**config.mk**
```make
export PLATFORM = sky130hd
export DESIGN_NAME = instr_fetch_unit_flat
export DESIGN_NICKNAME = d
export VERILOG_FILES = /design/src/rtl/instr_fetch_unit_if.sv /design/src/rtl/instr_fetch_unit.sv /design/src/flat_wrapper.sv
export SDC_FILE = /design/constraint.sdc
export NUM_CORES = 1
export LEC_CHECK = 0
export CAP_MARGIN = 25
export CORE_MARGIN = 2
export CORE_UTILIZATION = 50
export CTS_CLUSTER_DIAMETER = 120
export DETAILED_ROUTE_END_ITERATION = 6
export PLACE_DENSITY = 0.88
export SETUP_SLACK_MARGIN = 0.05
export SLEW_MARGIN = 20
export SYNTH_ARGS = -nofsm -noshare
export SYNTH_HDL_FRONTEND = slang
export SYNTH_SLANG_ARGS = --single-unit
export TNS_END_PERCENT = 30
```
**constraint.sdc**
```tcl
create_clock -name clk -period 3.8 [get_ports clk]
set_input_delay 0.95 -clock clk [delete_from_list [all_inputs] [get_ports clk]]
set_output_delay 0.95 -clock clk [all_outputs]
set_load 0.02 [all_outputs]
```
**src/rtl/instr_fetch_unit_if.sv**
```systemverilog
// Fetch unit bus bundle: instruction-memory request/response, EX redirect and IF/ID handoff.
// master = fetch unit side, slave = memory / pipeline side.
interface instr_fetch_unit_if;
    logic        imem_req;
    logic [31:0] imem_addr;
    logic        imem_gnt;
    logic        imem_rvalid;
    logic [31:0] imem_rdata;
    logic        redirect;
    logic [31:0] redirect_pc;
    logic        id_valid;
    logic [31:0] id_pc;
    logic [31:0] id_instr;
    logic        id_ready;

    modport master (
        output imem_req, imem_addr, id_valid, id_pc, id_instr,
        input  imem_gnt, imem_rvalid, imem_rdata, redirect, redirect_pc, id_ready
    );

    modport slave (
        input  imem_req, imem_addr, id_valid, id_pc, id_instr,
        output imem_gnt, imem_rvalid, imem_rdata, redirect, redirect_pc, id_ready
    );
endinterface

```
**src/rtl/instr_fetch_unit.sv**
```systemverilog
// Instruction fetch unit: sequential PC fetch into a DEPTH-entry queue with redirect flush.
// Optional FETCH_PERF_EN adds empty-cycle and redirect counters.
module instr_fetch_unit #(
    parameter int          DEPTH    = 4,
    parameter logic [31:0] RESET_PC = 32'h0000_0000
) (
    input  logic                 clk,
    input  logic                 reset,
    instr_fetch_unit_if.master   bus
`ifdef FETCH_PERF_EN
    ,
    output logic [31:0]          perf_empty_cycles,
    output logic [31:0]          perf_redirects
`endif
);
    localparam int          AW  = $clog2(DEPTH);
    localparam int          CW  = $clog2(DEPTH) + 1;
    localparam int          SW  = CW + 2;
    localparam logic [31:0] NOP = 32'h0000_0013;

    typedef struct packed {
        logic [31:0] pc;
        logic [31:0] instr;
    } entry_t;

    entry_t [DEPTH-1:0] q;
    logic [AW-1:0]      wptr, rptr;
    logic [CW-1:0]      occ, outst, disc;
    logic [31:0]        fpc, resp_pc;
    logic [SW-1:0]      inflight;
    logic               hs, push, drop, pop;

    // Every slot that may eventually land in the queue is reserved before issuing.
    assign inflight      = SW'(occ) + SW'(outst) + SW'(disc);
    assign bus.imem_req  = reset && !bus.redirect && (inflight < SW'(DEPTH));
    assign bus.imem_addr = fpc;

    assign hs   = bus.imem_req && bus.imem_gnt;
    assign push = bus.imem_rvalid && (disc == '0) && !bus.redirect;
    assign drop = bus.imem_rvalid && (disc != '0) && !bus.redirect;
    assign pop  = bus.id_valid && bus.id_ready && !bus.redirect;

    assign bus.id_valid = (occ != '0);
    assign bus.id_pc    = bus.id_valid ? q[rptr].pc    : 32'h0;
    assign bus.id_instr = bus.id_valid ? q[rptr].instr : NOP;

    always_ff @(posedge clk) begin
        if (!reset) begin
            fpc     <= RESET_PC;
            resp_pc <= RESET_PC;
            wptr    <= '0;
            rptr    <= '0;
            occ     <= '0;
            outst   <= '0;
            disc    <= '0;
        end else if (bus.redirect) begin
            // Requests already issued become discards; a response this cycle retires one of them.
            fpc     <= bus.redirect_pc;
            resp_pc <= bus.redirect_pc;
            wptr    <= '0;
            rptr    <= '0;
            occ     <= '0;
            outst   <= '0;
            disc    <= disc + outst - CW'(bus.imem_rvalid);
        end else begin
            if (hs)
                fpc <= fpc + 32'd4;
            if (push) begin
                wptr    <= wptr + AW'(1);
                resp_pc <= resp_pc + 32'd4;
            end
            if (pop)
                rptr <= rptr + AW'(1);
            if (drop)
                disc <= disc - CW'(1);
            occ   <= occ + CW'(push) - CW'(pop);
            outst <= outst + CW'(hs) - CW'(push);
        end
    end

    // Queue storage carries data only; validity lives in occ.
    always_ff @(posedge clk) begin
        if (reset && push)
            q[wptr] <= '{pc: resp_pc, instr: bus.imem_rdata};
    end

`ifdef FETCH_PERF_EN
    always_ff @(posedge clk) begin
        if (!reset) begin
            perf_empty_cycles <= '0;
            perf_redirects    <= '0;
        end else if (bus.redirect) begin
            perf_redirects <= perf_redirects + 32'd1;
        end else if (!bus.id_valid) begin
            perf_empty_cycles <= perf_empty_cycles + 32'd1;
        end
    end
`endif
endmodule
```
**src/flat_wrapper.sv**
```systemverilog
// flat-port wrapper written by rule: the top's interface ports become plain ports
module instr_fetch_unit_flat 
#(
    parameter int          DEPTH    = 4,
    parameter logic [31:0] RESET_PC = 32'h0000_0000
)
  (clk, reset, bus_imem_req, bus_imem_addr, bus_id_valid, bus_id_pc, bus_id_instr, bus_imem_gnt, bus_imem_rvalid, bus_imem_rdata, bus_redirect, bus_redirect_pc, bus_id_ready);
  instr_fetch_unit_if bus_i ();
  input  logic clk;
  input  logic reset;
  output wire logic [$bits(bus_i.imem_req)-1:0] bus_imem_req;
  output wire logic [$bits(bus_i.imem_addr)-1:0] bus_imem_addr;
  output wire logic [$bits(bus_i.id_valid)-1:0] bus_id_valid;
  output wire logic [$bits(bus_i.id_pc)-1:0] bus_id_pc;
  output wire logic [$bits(bus_i.id_instr)-1:0] bus_id_instr;
  input wire logic [$bits(bus_i.imem_gnt)-1:0] bus_imem_gnt;
  input wire logic [$bits(bus_i.imem_rvalid)-1:0] bus_imem_rvalid;
  input wire logic [$bits(bus_i.imem_rdata)-1:0] bus_imem_rdata;
  input wire logic [$bits(bus_i.redirect)-1:0] bus_redirect;
  input wire logic [$bits(bus_i.redirect_pc)-1:0] bus_redirect_pc;
  input wire logic [$bits(bus_i.id_ready)-1:0] bus_id_ready;
  assign bus_imem_req = bus_i.imem_req;
  assign bus_imem_addr = bus_i.imem_addr;
  assign bus_id_valid = bus_i.id_valid;
  assign bus_id_pc = bus_i.id_pc;
  assign bus_id_instr = bus_i.id_instr;
  assign bus_i.imem_gnt = bus_imem_gnt;
  assign bus_i.imem_rvalid = bus_imem_rvalid;
  assign bus_i.imem_rdata = bus_imem_rdata;
  assign bus_i.redirect = bus_redirect;
  assign bus_i.redirect_pc = bus_redirect_pc;
  assign bus_i.id_ready = bus_id_ready;
  instr_fetch_unit #(.DEPTH(DEPTH), .RESET_PC(RESET_PC)) u_core (.clk(clk), .reset(reset), .bus(bus_i));
endmodule
```
-- Yosys cells after proc, flatten, opt, wreduce, memory -nomap -nowiden
Index checks and enable logic that the tools add are counted.
W data, S select, Z words.
- register bits: 333
- latch bits: 0
- memory bits (writable): 0
- bits in read-only memories: 0
- word-level logic and storage cells: 65
- memories kept: 0
- add/sub/neg operators: 13
- $mul: 0
- divide/modulo/power cells: 0
- order comparisons: 4
- equal/unequal tests: 0
- shift operators: 0
- multiplexer cells: 13
- bitwise operators: 1
- reduce and logical (&&, ||, !) cells: 19
- operators by type and width (kind ; count):
    $bwmux W256 ; 1
    $mux W32 ; 6
    $bmux W64 S2 ; 1
    $demux W64 S2 ; 1
    $mux W64 ; 2
    $add A32 B3 Y32 const B ; 2
    $logic_and A1 B1 Y1 ; 11
    $sub A3 B1 Y3 ; 3
    $add A3 B1 Y3 ; 2
    $lt A2 B3 Y1 const B ; 2
    $mux W3 ; 2
    $reduce_bool A2 Y1 ; 3
    $reduce_bool A3 Y1 ; 2
    $add A5 B3 Y5 ; 1
    $lt A5 B3 Y1 const B ; 1
    $add A2 B1 Y2 const B ; 2
    $add A3 B3 Y4 ; 1
    $add A3 B3 Y3 ; 1
    $logic_not A3 Y1 ; 1
    $sub A3 B1 Y3 const B ; 1
    $ge A2 B1 Y1 const B ; 1
    $reduce_or A2 Y1 ; 1
    $logic_not A1 Y1 ; 1
    $not A1 Y1 ; 1

-- Depth between registers and ports, before layout
- word-level depth: 7
- mapped depth: 15
- mapped depth without buffers: 14

-- Worst setup path after synthesis
Ideal clock, no wire load.
- path type: input to register
- start: in bus_redirect
- end: reg u_core.q[0] (netlist name), enable pin
- setup time: 0.429 ns
- data arrival time: 3.209 ns
- setup slack: 0.162 ns
- stages: 5
- buffers on the path: 2
- path through: clkbuf_1 nand2b_1 clkbuf_1 nor2_1 and2_1
- cells in the longest elaborated chain, start to end: 3
- ends and longest elaborated chain (item ; RTL line ; source):
    start, declared ; flat_wrapper.sv:19 ; input wire logic [$bits(bus_i.redirect)-1:0] bus_redirect;
    $logic_not A1 Y1 ; instr_fetch_unit.sv:39 ; assign push = bus.imem_rvalid && (disc == '0) && !bus.redirect;
    $logic_and A1 B1 Y1 ; instr_fetch_unit.sv:39 ;
    $logic_and A1 B1 Y1 ; instr_fetch_unit.sv:83 ; if (reset && push)
    end signal, assigned by index ; instr_fetch_unit.sv:84 ; q[wptr] <= '{pc: resp_pc, instr: bus.imem_rdata};
    end, declared ; instr_fetch_unit.sv:26 ; entry_t [DEPTH-1:0] q;
No other way between the ends.
A chain may end at the register's enable or synchronous reset.

-- Final worst setup path
- start: reg u_core.outst[0]
- end: out bus_imem_req
- cells in the longest elaborated chain, start to end: 4
- ends and longest elaborated chain (item ; RTL line ; source):
    start, declared ; instr_fetch_unit.sv:28 ; logic [CW-1:0] occ, outst, disc;
    start signal, assigned ; instr_fetch_unit.sv:77 ; outst <= outst + CW'(hs) - CW'(push);
    $add A3 B3 Y4 ; instr_fetch_unit.sv:34 ; assign inflight = SW'(occ) + SW'(outst) + SW'(disc);
    $add A5 B3 Y5 ; instr_fetch_unit.sv:34 ;
    $lt A5 B3 Y1 ; instr_fetch_unit.sv:35 ; assign bus.imem_req = reset && !bus.redirect && (inflight < SW'(DEPTH));
    $logic_and A1 B1 Y1 ; instr_fetch_unit.sv:35 ;
    end, declared ; flat_wrapper.sv:11 ; output wire logic [$bits(bus_i.imem_req)-1:0] bus_imem_req;
No other way between the ends.

==> results.cfg <==
[placement]
port_buffers = 167
dp_cells = 1448
detailedPlace.worstSlack_ps = 40.24
dp.final_hpwl_mm = 19.82
place_congestion = 0.9109

[grt]
grt_pass1_vias = 8823
grt_max_degree = 80
grt_first_pass_wirelength_mm = 47.94
antenna_found_initial = 0
grt_use_total_pct = 21.29
grt_remaining_overflow = 0

[route]
dr.pass1.iters = 5
via_per_inst = 5.730
antenna_left = 0
postRouteWirelength_mm = 30.78
wl_per_cell_microns = 20.40
vias = 8646
drc = 0
drtIter0Drc = 697

[timing]
hold_slack_ps = 461.1
setup_ws_ps = 161.9
clock_skew_ps = 24.87
maxSlewViolCount = 0
timing.final.crit_share_pct = 95.74
min_period_ps = 3638
hold_viol_final = 0
rsz0062_at_grt = false
finalSetupTns_ps = 0
clock.fmax_ghz = 0.2749
setup_viol = 0
worst_pin_slew_ps = 831.2
slew_headroom_pct = 44.12

[cts]
root_buffer = clkbuf_16
clk_latency_ps = 520
hold_buffers = 0
h-tree-depth = 2
cts_made_buffers = 34
clock_path_buffers = 3
cts_sinks = 333
cts_tree = yes
clk_transition_reported_paths_ps = 60

[synth]
ys_seq_area_share_pct = 66.12
postSynthCellCount = 920
synth-edff-count = 256
syn_area_sq_mm = 0.01396
synth_fp_nets = 1014
async_flop_share_pct = 0
ys_ff_latch = 333
avgSynthCellArea_sq_um = 15.17
synth.distinct_cells = 60
yosysWarnings = 0
ys.flop_type = edfxtp_1

[die]
start_util_pct = 50.52
die_area_sq_mm = 0.02927
io_pins = 168
core_sq_mm = 0.02763
dieHeight_microns = 171.1
die_x_microns = 171.1
rows = 61

[status]
status = finished, final reports clean

[layout]
mostFrequentLayoutCell = edfxtp_1
area_growth_pct = 24.77
fin_cells = 1509
antenna_cells = 0
fin_util_pct = 63.03
drive_gt1_share_pct = 15.56
layout.nets = 1200
final_cell_mix = edfxtp_1, clkdlybuf4s50_1, dfxtp_1

[setup_path]
critPathSlowestCell = or4_4
setup.worst_path.start_class = register
endpoint_kind = primary output
required_ps = 2850
rrSetupSlack_ps = 300
r2r-start = u_core.outst[0]$_SDFF_PP0_
crit_type = register to primary output
critPathMaxFanout = 2
cp.arrival_ps = 2690
r2r-end = u_core.outst[2]$_SDFF_PP0_
crit_path_max_incr_delay_ps = 440
ff2ff_path_depth = 15
crit_chain = ha_2 > fa_2 > xor2_1 > ha_1 > or4_4 > a2111oi_4 > buf_4
critPathLaunch = u_core.outst[0]$_SDFF_PP0_

[pwr]
ir_drop_uv = 267.6
power.density_mw_per_mm2 = 494.5
leakage_uw = 0.005790

[run]
cap_violations = 0

[min_path]
min_to = u_core.bus.imem_addr[0]$_SDFFE_PN0P_
hp-start = u_core.bus.imem_addr[0]$_SDFFE_PN0P_
hold_depth = 2
min_path_type = register to register
layout make-up:
| class | instances | area (sq um) |
|---|---|---|
| tap | 378 | 473.0 |
| sequential | 333 | 9234 |
| fill | 1991 | 10210 |
| timing repair buffer | 198 | 1968 |
| clock inverter | 17 | 274.0 |
| inverter | 21 | 78.83 |
| multi-input combinational | 518 | 4456 |
| clock buffer | 44 | 930.9 |
Yosys cell counts, types with 3 or more instances:
cell,instances,area [sq um]
nor3_1,4,20.02
ha_1,20,250.2
nand2_1,56,210.2
o21ai_0,33,165.2
fa_1,4,80.08
or2_2,3,18.77
nor2_1,24,90.09
or3_1,15,93.84
dfxtp_1,77,1541
o21a_1,3,22.52
xor2_1,28,245.2
and4_1,7,61.31
mux4_2,64,1441
a31oi_1,18,112.6
nand4_1,18,112.6
clkbuf_1,33,123.9
o211ai_1,9,67.56
buf_2,7,35.03
inv_1,20,75.07
buf_1,6,22.52
o31ai_1,6,45.04
and3_1,16,100.1
nand3_1,18,90.09
a21oi_1,38,190.2
edfxtp_1,256,7687
o22ai_1,5,31.28
and2_1,70,437.9
xnor2_1,13,113.9
a22oi_1,4,30.03
or4_1,7,52.55
routing by layer:
layer	wire [microns]	up-vias	share of wire [%]	track usage, %
li1	-	3921	-	-
met3	2233	37	7.3	3.609
met5	0	-	0	0
met4	443	0	1.4	5.416
met1	13270	4329	43	29.52
met2	14830	359	48	35.29
what timing repair did:
item | 4_1_cts | 5_1_grt
resized for setup | 7 | 1
setup endpoints to repair | 1 | 15
pin swaps | 2 | 1
buffers inserted | 0 | 0
power breakdown:
group | internal [uW] | switching [uW] | leakage [uW] | total [uW]
combinational | 415 | 457 | 0.00224 | 871
clock | 2220 | 1360 | 0.000589 | 3580
sequential | 4050 | 118 | 0.00296 | 4160
total | 6680 | 1930 | 0.00579 | 8610
critical path, delay by kind of cell (launching register included):
kind                     cells  cell delay, ps
AO/OA/AOI/OAI                1             270
buffers and inverters        1             210
flip-flops                   1             310
AND/OR/NAND/NOR              1             440
adder cells (fa/ha/maj)      3             810
XOR/XNOR                     1             150
state kept, by name (all words and copies together), names as in the netlist:
register,cells
u_core.bus.imem_addr,32
u_core.disc,3
u_core.occ,3
u_core.outst,3
u_core.q,256
u_core.resp_pc,32
u_core.rptr,2
u_core.wptr,2
per-stage QoR:
stage,cell area [sq um],total power (uW)
global route,17410,8888
global placement,16200,5068
finish,17410,8611
CTS,17410,8674
floorplan,13960,4699
detailed placement,16200,5103
worst max-delay path by stage:
stage,end,cells after the start
6_report,bus_imem_req,7
5_1_grt,bus_imem_req,7
4_1_cts,bus_imem_req,7
3_5_place_dp,bus_imem_req,7
3_3_place_gp,bus_imem_req,7
2_1_floorplan,u_core.q[0]$_DFFE_PP_,5
cell families after synthesis:
family / after synthesis / share of synthesized area [%]
DFF: 333 / 66.12
muxes: 67 / 10.55
buffers and inverters: 69 / 2.026
and+or+nand+nor: 253 / 10.44
adders and majority gates: 24 / 2.367
AOI/OAI and AO/OA: 133 / 5.926
xor gates and xnor gates: 41 / 2.573
(Power assumes the default switching activity.)
